## src/rtl/alu_seq_pkg.sv

```systemverilog
// Shared types and constants for the ALU input sequencer and its button debouncers.
`timescale 1ns/1ps
package alu_seq_pkg;

  typedef enum logic [1:0] {
    WAIT_A   = 2'd0,
    WAIT_B   = 2'd1,
    WAIT_OP  = 2'd2,
    SHOW_RES = 2'd3
  } seq_state_t;

  localparam int SYNC_STAGES = 2;

  // Bits needed for a counter that runs 0 .. n-1 (at least one bit).
  function automatic int cnt_width(input int n);
    return (n < 2) ? 1 : $clog2(n);
  endfunction

endpackage

```

## src/rtl/button_debouncer.sv

```systemverilog
// Synchronises a raw push-button, debounces it and emits a one-cycle pulse on each accepted press.
`timescale 1ns/1ps
module button_debouncer
  import alu_seq_pkg::*;
#(
  parameter int DEBOUNCE_CYCLES = 100000
) (
  input  logic clk,
  input  logic reset,
  input  logic btn_raw,
  output logic btn_level,
  output logic btn_press
);

  localparam int CW = cnt_width(DEBOUNCE_CYCLES);
  localparam logic [CW-1:0] LAST = CW'(DEBOUNCE_CYCLES - 1);
  localparam int FW = $clog2(SYNC_STAGES + 1);

  logic [SYNC_STAGES-1:0] r_sync;
  logic [CW-1:0]          r_cnt;
  logic [FW-1:0]          r_flush;
  logic                   r_level;
  logic                   r_press;
  logic                   r_armed;

  logic w_sync;
  logic w_differ;
  logic w_flip;
  logic w_settled;

  assign w_sync    = r_sync[SYNC_STAGES-1];
  assign w_differ  = (w_sync != r_level);
  assign w_flip    = w_differ && (r_cnt == LAST);
  assign w_settled = (r_flush == FW'(SYNC_STAGES));

  // A press only counts once the button has been seen released after reset, so a
  // button held through reset never produces a spurious press.
  always_ff @(posedge clk or negedge reset) begin
    if (!reset) begin
      r_sync  <= '0;
      r_cnt   <= '0;
      r_flush <= '0;
      r_level <= 1'b0;
      r_press <= 1'b0;
      r_armed <= 1'b0;
    end else begin
      r_sync <= {r_sync[SYNC_STAGES-2:0], btn_raw};

      if (!w_settled) begin
        r_flush <= r_flush + FW'(1);
      end

      if (w_settled && !w_sync && !r_level) begin
        r_armed <= 1'b1;
      end

      r_press <= w_flip && w_sync && r_armed;

      if (!w_differ) begin
        r_cnt <= '0;
      end else if (r_cnt == LAST) begin
        r_cnt   <= '0;
        r_level <= w_sync;
      end else begin
        r_cnt <= r_cnt + CW'(1);
      end
    end
  end

  assign btn_level = r_level;
  assign btn_press = r_press;

endmodule

```

## src/rtl/alu_input_sequencer.sv

```systemverilog
// Steps the operator through A -> B -> Op -> result on NEXT, restarts on CLEAR,
// and hands a synchronised copy of the switch bank to the ALU register stage.
`timescale 1ns/1ps
module alu_input_sequencer
  import alu_seq_pkg::*;
#(
  parameter int WIDTH           = 16,
  parameter int DEBOUNCE_CYCLES = 100000
) (
  input  logic             clk,
  input  logic             reset,
  input  logic             btn_next,
  input  logic             btn_clear,
  input  logic [WIDTH-1:0] sw_in,
  output logic [WIDTH-1:0] data_in,
  output logic             load_A,
  output logic             load_B,
  output logic             load_Op,
  output logic             updateRes,
  output logic [1:0]       stage
);

  logic w_next_level;
  logic w_next_press;
  logic w_clear_level;
  logic w_clear_press;
  logic w_unused_levels;

  button_debouncer #(.DEBOUNCE_CYCLES(DEBOUNCE_CYCLES)) u_next_db (
    .clk       (clk),
    .reset     (reset),
    .btn_raw   (btn_next),
    .btn_level (w_next_level),
    .btn_press (w_next_press)
  );

  button_debouncer #(.DEBOUNCE_CYCLES(DEBOUNCE_CYCLES)) u_clear_db (
    .clk       (clk),
    .reset     (reset),
    .btn_raw   (btn_clear),
    .btn_level (w_clear_level),
    .btn_press (w_clear_press)
  );

  assign w_unused_levels = w_next_level ^ w_clear_level;

  logic [WIDTH-1:0] r_sw_sync [SYNC_STAGES];

  always_ff @(posedge clk or negedge reset) begin
    if (!reset) begin
      for (int i = 0; i < SYNC_STAGES; i++) begin
        r_sw_sync[i] <= '0;
      end
    end else begin
      r_sw_sync[0] <= sw_in;
      for (int i = 1; i < SYNC_STAGES; i++) begin
        r_sw_sync[i] <= r_sw_sync[i-1];
      end
    end
  end

  assign data_in = r_sw_sync[SYNC_STAGES-1];

  seq_state_t r_state;
  seq_state_t w_state_next;
  logic       r_pending;
  logic       w_pending_next;
  logic       r_load_a;
  logic       r_load_b;
  logic       r_load_op;
  logic       r_update_res;
  logic       w_load_a;
  logic       w_load_b;
  logic       w_load_op;
  logic       w_update_res;

  always_ff @(posedge clk or negedge reset) begin
    if (!reset) begin
      r_state      <= WAIT_A;
      r_pending    <= 1'b0;
      r_load_a     <= 1'b0;
      r_load_b     <= 1'b0;
      r_load_op    <= 1'b0;
      r_update_res <= 1'b0;
    end else begin
      r_state      <= w_state_next;
      r_pending    <= w_pending_next;
      r_load_a     <= w_load_a;
      r_load_b     <= w_load_b;
      r_load_op    <= w_load_op;
      r_update_res <= w_update_res;
    end
  end

  // r_pending marks the cycle load_Op is on the bus; updateRes follows one cycle
  // later unless CLEAR lands in that cycle.
  always_comb begin
    w_state_next   = r_state;
    w_pending_next = 1'b0;
    w_load_a       = 1'b0;
    w_load_b       = 1'b0;
    w_load_op      = 1'b0;
    w_update_res   = 1'b0;

    if (w_clear_press) begin
      w_state_next = WAIT_A;
    end else begin
      w_update_res = r_pending;
      if (w_next_press) begin
        case (r_state)
          WAIT_A: begin
            w_load_a     = 1'b1;
            w_state_next = WAIT_B;
          end
          WAIT_B: begin
            w_load_b     = 1'b1;
            w_state_next = WAIT_OP;
          end
          WAIT_OP: begin
            w_load_op      = 1'b1;
            w_pending_next = 1'b1;
            w_state_next   = SHOW_RES;
          end
          default: begin
            w_state_next = WAIT_A;
          end
        endcase
      end
    end
  end

  assign load_A    = r_load_a;
  assign load_B    = r_load_b;
  assign load_Op   = r_load_op;
  assign updateRes = r_update_res;
  assign stage     = r_state;

endmodule

```

## config.mk

```make
export PLATFORM = sky130hd
export DESIGN_NAME = alu_input_sequencer
export DESIGN_NICKNAME = d
export VERILOG_FILES = /design/src/rtl/alu_seq_pkg.sv /design/src/rtl/button_debouncer.sv /design/src/rtl/alu_input_sequencer.sv
export SDC_FILE = /design/constraint.sdc
export NUM_CORES = 1
export LEC_CHECK = 0
export BUFFER_PORTS_ARGS = -buffer_cell sky130_fd_sc_hd__buf_2
export CORE_ASPECT_RATIO = 0.7
export CORE_MARGIN = 2
export CORE_UTILIZATION = 50
export DETAILED_ROUTE_END_ITERATION = 8
export MAX_ROUTING_LAYER = met4
export PLACE_DENSITY = 0.68
export SKIP_CTS_REPAIR_TIMING = 1
export SLEW_MARGIN = 20
export SYNTH_ARGS = -nofsm -noshare
export SYNTH_HDL_FRONTEND = slang
export SYNTH_SLANG_ARGS = --single-unit
```

## constraint.sdc

```tcl
create_clock -name clk -period 2.17 [get_ports clk]
set_input_delay 0.1085 -clock clk [delete_from_list [all_inputs] [get_ports clk]]
set_output_delay 0.1085 -clock clk [all_outputs]
set_load 0.02 [all_outputs]
```

-- Word-level counts from Yosys, hierarchy flattened
Index checks and enable logic that the tools add are counted.
- muxes and demuxes: 17
- reductions and logical operators: 18
- $add $sub $neg: 4
- equality and inequality tests: 8
- operators by type and width (operator ; number):
    $mux 17 ; 4
    $add 17x1->17 const B ; 2
    $eq 17x17->1 const B ; 2
    $logic_and 1x1->1 ; 10
    $mux 1 ; 10
    $eq 2x2->1 const B ; 3
    $pmux 2 s3 ; 1
    $add 2x1->2 const B ; 2
    $logic_not 1->1 ; 4
    $mux 2 ; 2
    $reduce_and 2->1 ; 2
    $eq 2x1->1 const B ; 1
    $logic_not 2->1 ; 1
    $ne 1x1->1 ; 2
    $reduce_bool 2->1 ; 1
- flip-flop bits (word level): 86
- logic and storage cells: 66
- output and inout port bits: 22

-- Logic depth before layout (Yosys ltp)
- word-level depth: 4
- mapped depth: 6
- gate-level depth less buffers: 5

-- Hierarchy
A second synthesis with hierarchy kept.
- cells, all modules: 271
- area, all modules: 3503.4 um^2
- by module, submodules not included (module ; seq. area each (um^2) ; cells each ; area an instance (um^2) ; instances):
    button_debouncer ; 600.6 ; 101 ; 1159.9 ; 2
    alu_input_sequencer ; 950.9 ; 69 ; 1183.6 ; 1

-- Least setup slack after synthesis
No wires, ideal clock.
- path type: reg-to-reg
- start point: register u_clear_db.r_cnt[11]
- end point: register u_clear_db.r_level, in the netlist u_clear_db.btn_level
- stages on the path, launching flop included: 4
- arrival: 1.655 ns
- buffers on the path: 0
- path slack: 0.390 ns
- setup time: 0.125 ns
- clock period less this slack: 1.780 ns
- required time: 2.045 ns
- cells stage by stage: dfrtp_1 -> or4b_1 -> or4_4 -> mux2_4
- longest elaborated chain between the ends: 2
- ends and longest elaborated chain (element ; line ; source):
    start, declared ; button_debouncer.sv:20 ; logic [CW-1:0] r_cnt;
    start signal, assigned ; button_debouncer.sv:65 ; r_cnt <= r_cnt + CW'(1);
    $eq 17x17->1 ; button_debouncer.sv:61 ; end else if (r_cnt == LAST) begin
    $reduce_and 2->1 (no line) ; n/a ;
    end signal, assigned ; button_debouncer.sv:63 ; r_level <= w_sync;
    end, declared ; button_debouncer.sv:22 ; logic r_level;
Every way passes these cells.
A chain may end at the register's enable or synchronous reset.

-- Final worst setup path
- start point: register u_clear_db.r_cnt[0]
- end point: register u_clear_db.r_level, in the netlist u_clear_db.btn_level
The elaborated chain is that of the path after synthesis.

==> qor.yml <==
grt_pass1_vias: 1954
rr_worst_depth: 4
dr.first_iter.drc_count: 110
syn-instance-count: 279
reg2reg_slack_ns: 0.26
arrival_ns: 2.15
yosys_warnings: 0
die_area_um2: 7490
worstSetupEndpointType: "register"
drive_above_1_share_pct: 19.5
power.static_leakage_nw: 1.78
cts_sinks: 86
fin_crit_sh_pct: 88.1
period_minus_slack_ns: 1.91
maxCapViolCount: 0
synth_top_area_cell: "dfrtp_1"
maxSlewViolCount: 0
final_nets: 360
irDropWorstVdd_mv: 0.357
ys_seq_area_share_pct: 63.3
critPathKind: "register to register"
overflow: 0
max_freq_mhz: 523
grt_max_degree: 49
rsz0062_at_grt: "false"
start_kind: "register"
fill_cells: 534
grt_antenna_before_repair: 0
multi_input_area_um2: 1070
grt_first_pass_wirelength_um: 9260
hold_viol: 0
yosysTopAreaCellShare_pct: 63.3
dp_slack_ns: 0.286
finalSetupViolations: 0
crit_start: "u_clear_db.r_cnt[0]"
timing.slew.headroom_pct: 67.5
cts.clk_slew.worst_paths_ns: 0.09
h-tree-depth: 3
r2r-start: "u_clear_db.r_cnt[0]"
drc_errors: 0
cts_buffer_depth: 2
wire_per_inst_um: 12.8
vias: 2140
via_per_inst: 4.95
rows: 25
setup_tns_ns: 0
skew_ns: 0.00549
drtPass1Iterations: 4
synth_area_per_cell_um2: 12.2
core_um2: 6660
syn_to_final_growth_pct: 17.1
hpwl_um: 3630
worst_slack_ns: 0.259
path_max_fanout: 6
r2r_end: "u_clear_db.btn_level"
antenna_left: 0
regArea_um2: 2150
grt_usage_pct: 17.1
ys_ff_latch: 86
fin_area_um2: 3980
worstHoldPathType: "primary input to async pin"
die_h_um: 73
pwr_density_cell_nw_per_um2: 707
crit_required_ns: 2.41
yosysUniqueCellTypes: 37
routed_wl_um: 5510
place_congestion: 0.862
clock_latency_ns: 0.35
cts_tree: "built"
dpl-instance-area_um2: 3610
cts_root_buf: "clkbuf_8"
syn_area_um2: 3400
fp.dieW_um: 103
worst_pin_slew_ns: 0.488
cts_buffers: 9
diodes: 0
synth_area_leaders: "dfrtp_1 (63%), xnor2_1 (4.6%), nor2_1 (3.9%), buf_4 (3.5%), xor2_1 (3.3%)"
initial_core_util_pct: 51.0
io_buffers: 41
status: "completed"
io_pins: 42
synthesis.nets: 306
-- per-layer routing --
| layer | vias up | routed length, um | GRT usage, % |
|---|---|---|---|
| met5 | - | 0 | - |
| met4 | 0 | 31 | 5.78 |
| met3 | 4 | 286 | 7.28 |
| met2 | 44 | 2530 | 23.7 |
| met1 | 1051 | 2670 | 22.7 |
| li1 | 1041 | - | - |
-- worst max-delay path: stages (launching register included) --
cell	delay [ns]
dfrtp_1	0.42
ha_1	0.24
nand4_1	0.24
or4_4	0.59
mux2_4	0.31
-- cell usage after synthesis (all sizes together) --
cell / n
mux2i: 2
a21oi: 4
o31ai: 2
or3: 3
and4: 3
nor4: 4
clkbuf: 1
nand4: 14
and3: 4
nor2b: 2
and2: 4
nor3: 8
nand2: 14
mux2: 2
nand4bb: 2
a31o: 1
dfrtp: 86
nor4bb: 2
buf: 18
xor2: 13
ha: 7
nor2: 35
a21o: 2
or4: 3
o21ai: 2
inv: 10
xnor2: 18
nand3: 11
or4b: 1
nor4b: 1
-- kinds of logic (layout without fill, tap and decap cells) --
group | count (synthesis) | count (layout) | synth area share, %
simple gates | 111 | 111 | 17.5
flops | 86 | 86 | 63.3
xor+xnor | 31 | 31 | 7.98
buf+inv | 29 | 88 | 5.22
compound gates | 11 | 11 | 2.02
fa+ha+maj | 7 | 7 | 2.58
mux | 4 | 4 | 1.36
-- power by group --
group	switching (W)	leakage, nW	total [W]	internal (W)
clock	0.000578	0.0866	0.00101	0.000427
combinational	0.0000829	0.600	0.000144	0.0000610
sequential	0.0000215	1.09	0.00166	0.00164
total	0.000683	1.78	0.00281	0.00213
-- sequential cells by signal, indices dropped and copies added, names as in the netlist, 16 cells and up --
name              cells
u_next_db.r_cnt      17
r_sw_sync            16
u_clear_db.r_cnt     17
data_in              16
-- how the worst max path moves through the flow --
| stage | to | slack [ns] | cells past startpoint |
|---|---|---|---|
| 4_1_cts | u_clear_db.btn_level | 0.27 | 4 |
| 5_1_grt | u_clear_db.r_cnt[11] | 0.15 | 5 |
| 2_1_floorplan | u_clear_db.btn_level | 0.39 | 3 |
| 3_5_place_dp | u_clear_db.btn_level | 0.29 | 4 |
| 3_3_place_gp | u_clear_db.btn_level | 0.34 | 4 |
| 6_report | u_clear_db.btn_level | 0.26 | 4 |
-- cell type report --
cell class	count	share of cell area, %
Clock inverter	7	1.38
Clock buffer	9	3.11
Tap cell	94	2.95
Multi-Input combinational cell	164	26.9
Inverter	10	0.943
Sequential cell	86	54.0
Timing Repair Buffer	62	10.7
-- stage by stage --
step	hold WS, ns	total power, W	instances	util, %
after floorplan	-0.187	0.00176	279	-
after global placement	0.0949	0.00181	397	54.2
after detailed placement	0.107	0.00182	397	54.2
after CTS	-0.279	0.00283	413	56.9
after global routing	0.308	0.00296	432	59.8
final	0.267	0.00281	432	59.8
-- layout by cell type, fill, tap and decap left out, types with 4 or more instances in the layout --
cell type / netlist / routed
nor4_1: 4 / 4
clkbuf_8: 0 / 9
nand3_1: 11 / 11
xor2_1: 13 / 13
xnor2_1: 18 / 18
nor3_1: 8 / 8
dlygate4sd3_1: 0 / 19
ha_1: 7 / 7
a21oi_1: 4 / 4
buf_2: 1 / 40
dfrtp_1: 86 / 86
nand2_1: 13 / 13
and2_1: 4 / 4
nor2_1: 35 / 35
inv_1: 10 / 10
nand4_1: 14 / 14
Note: power is estimated with default switching activity, not from simulation.
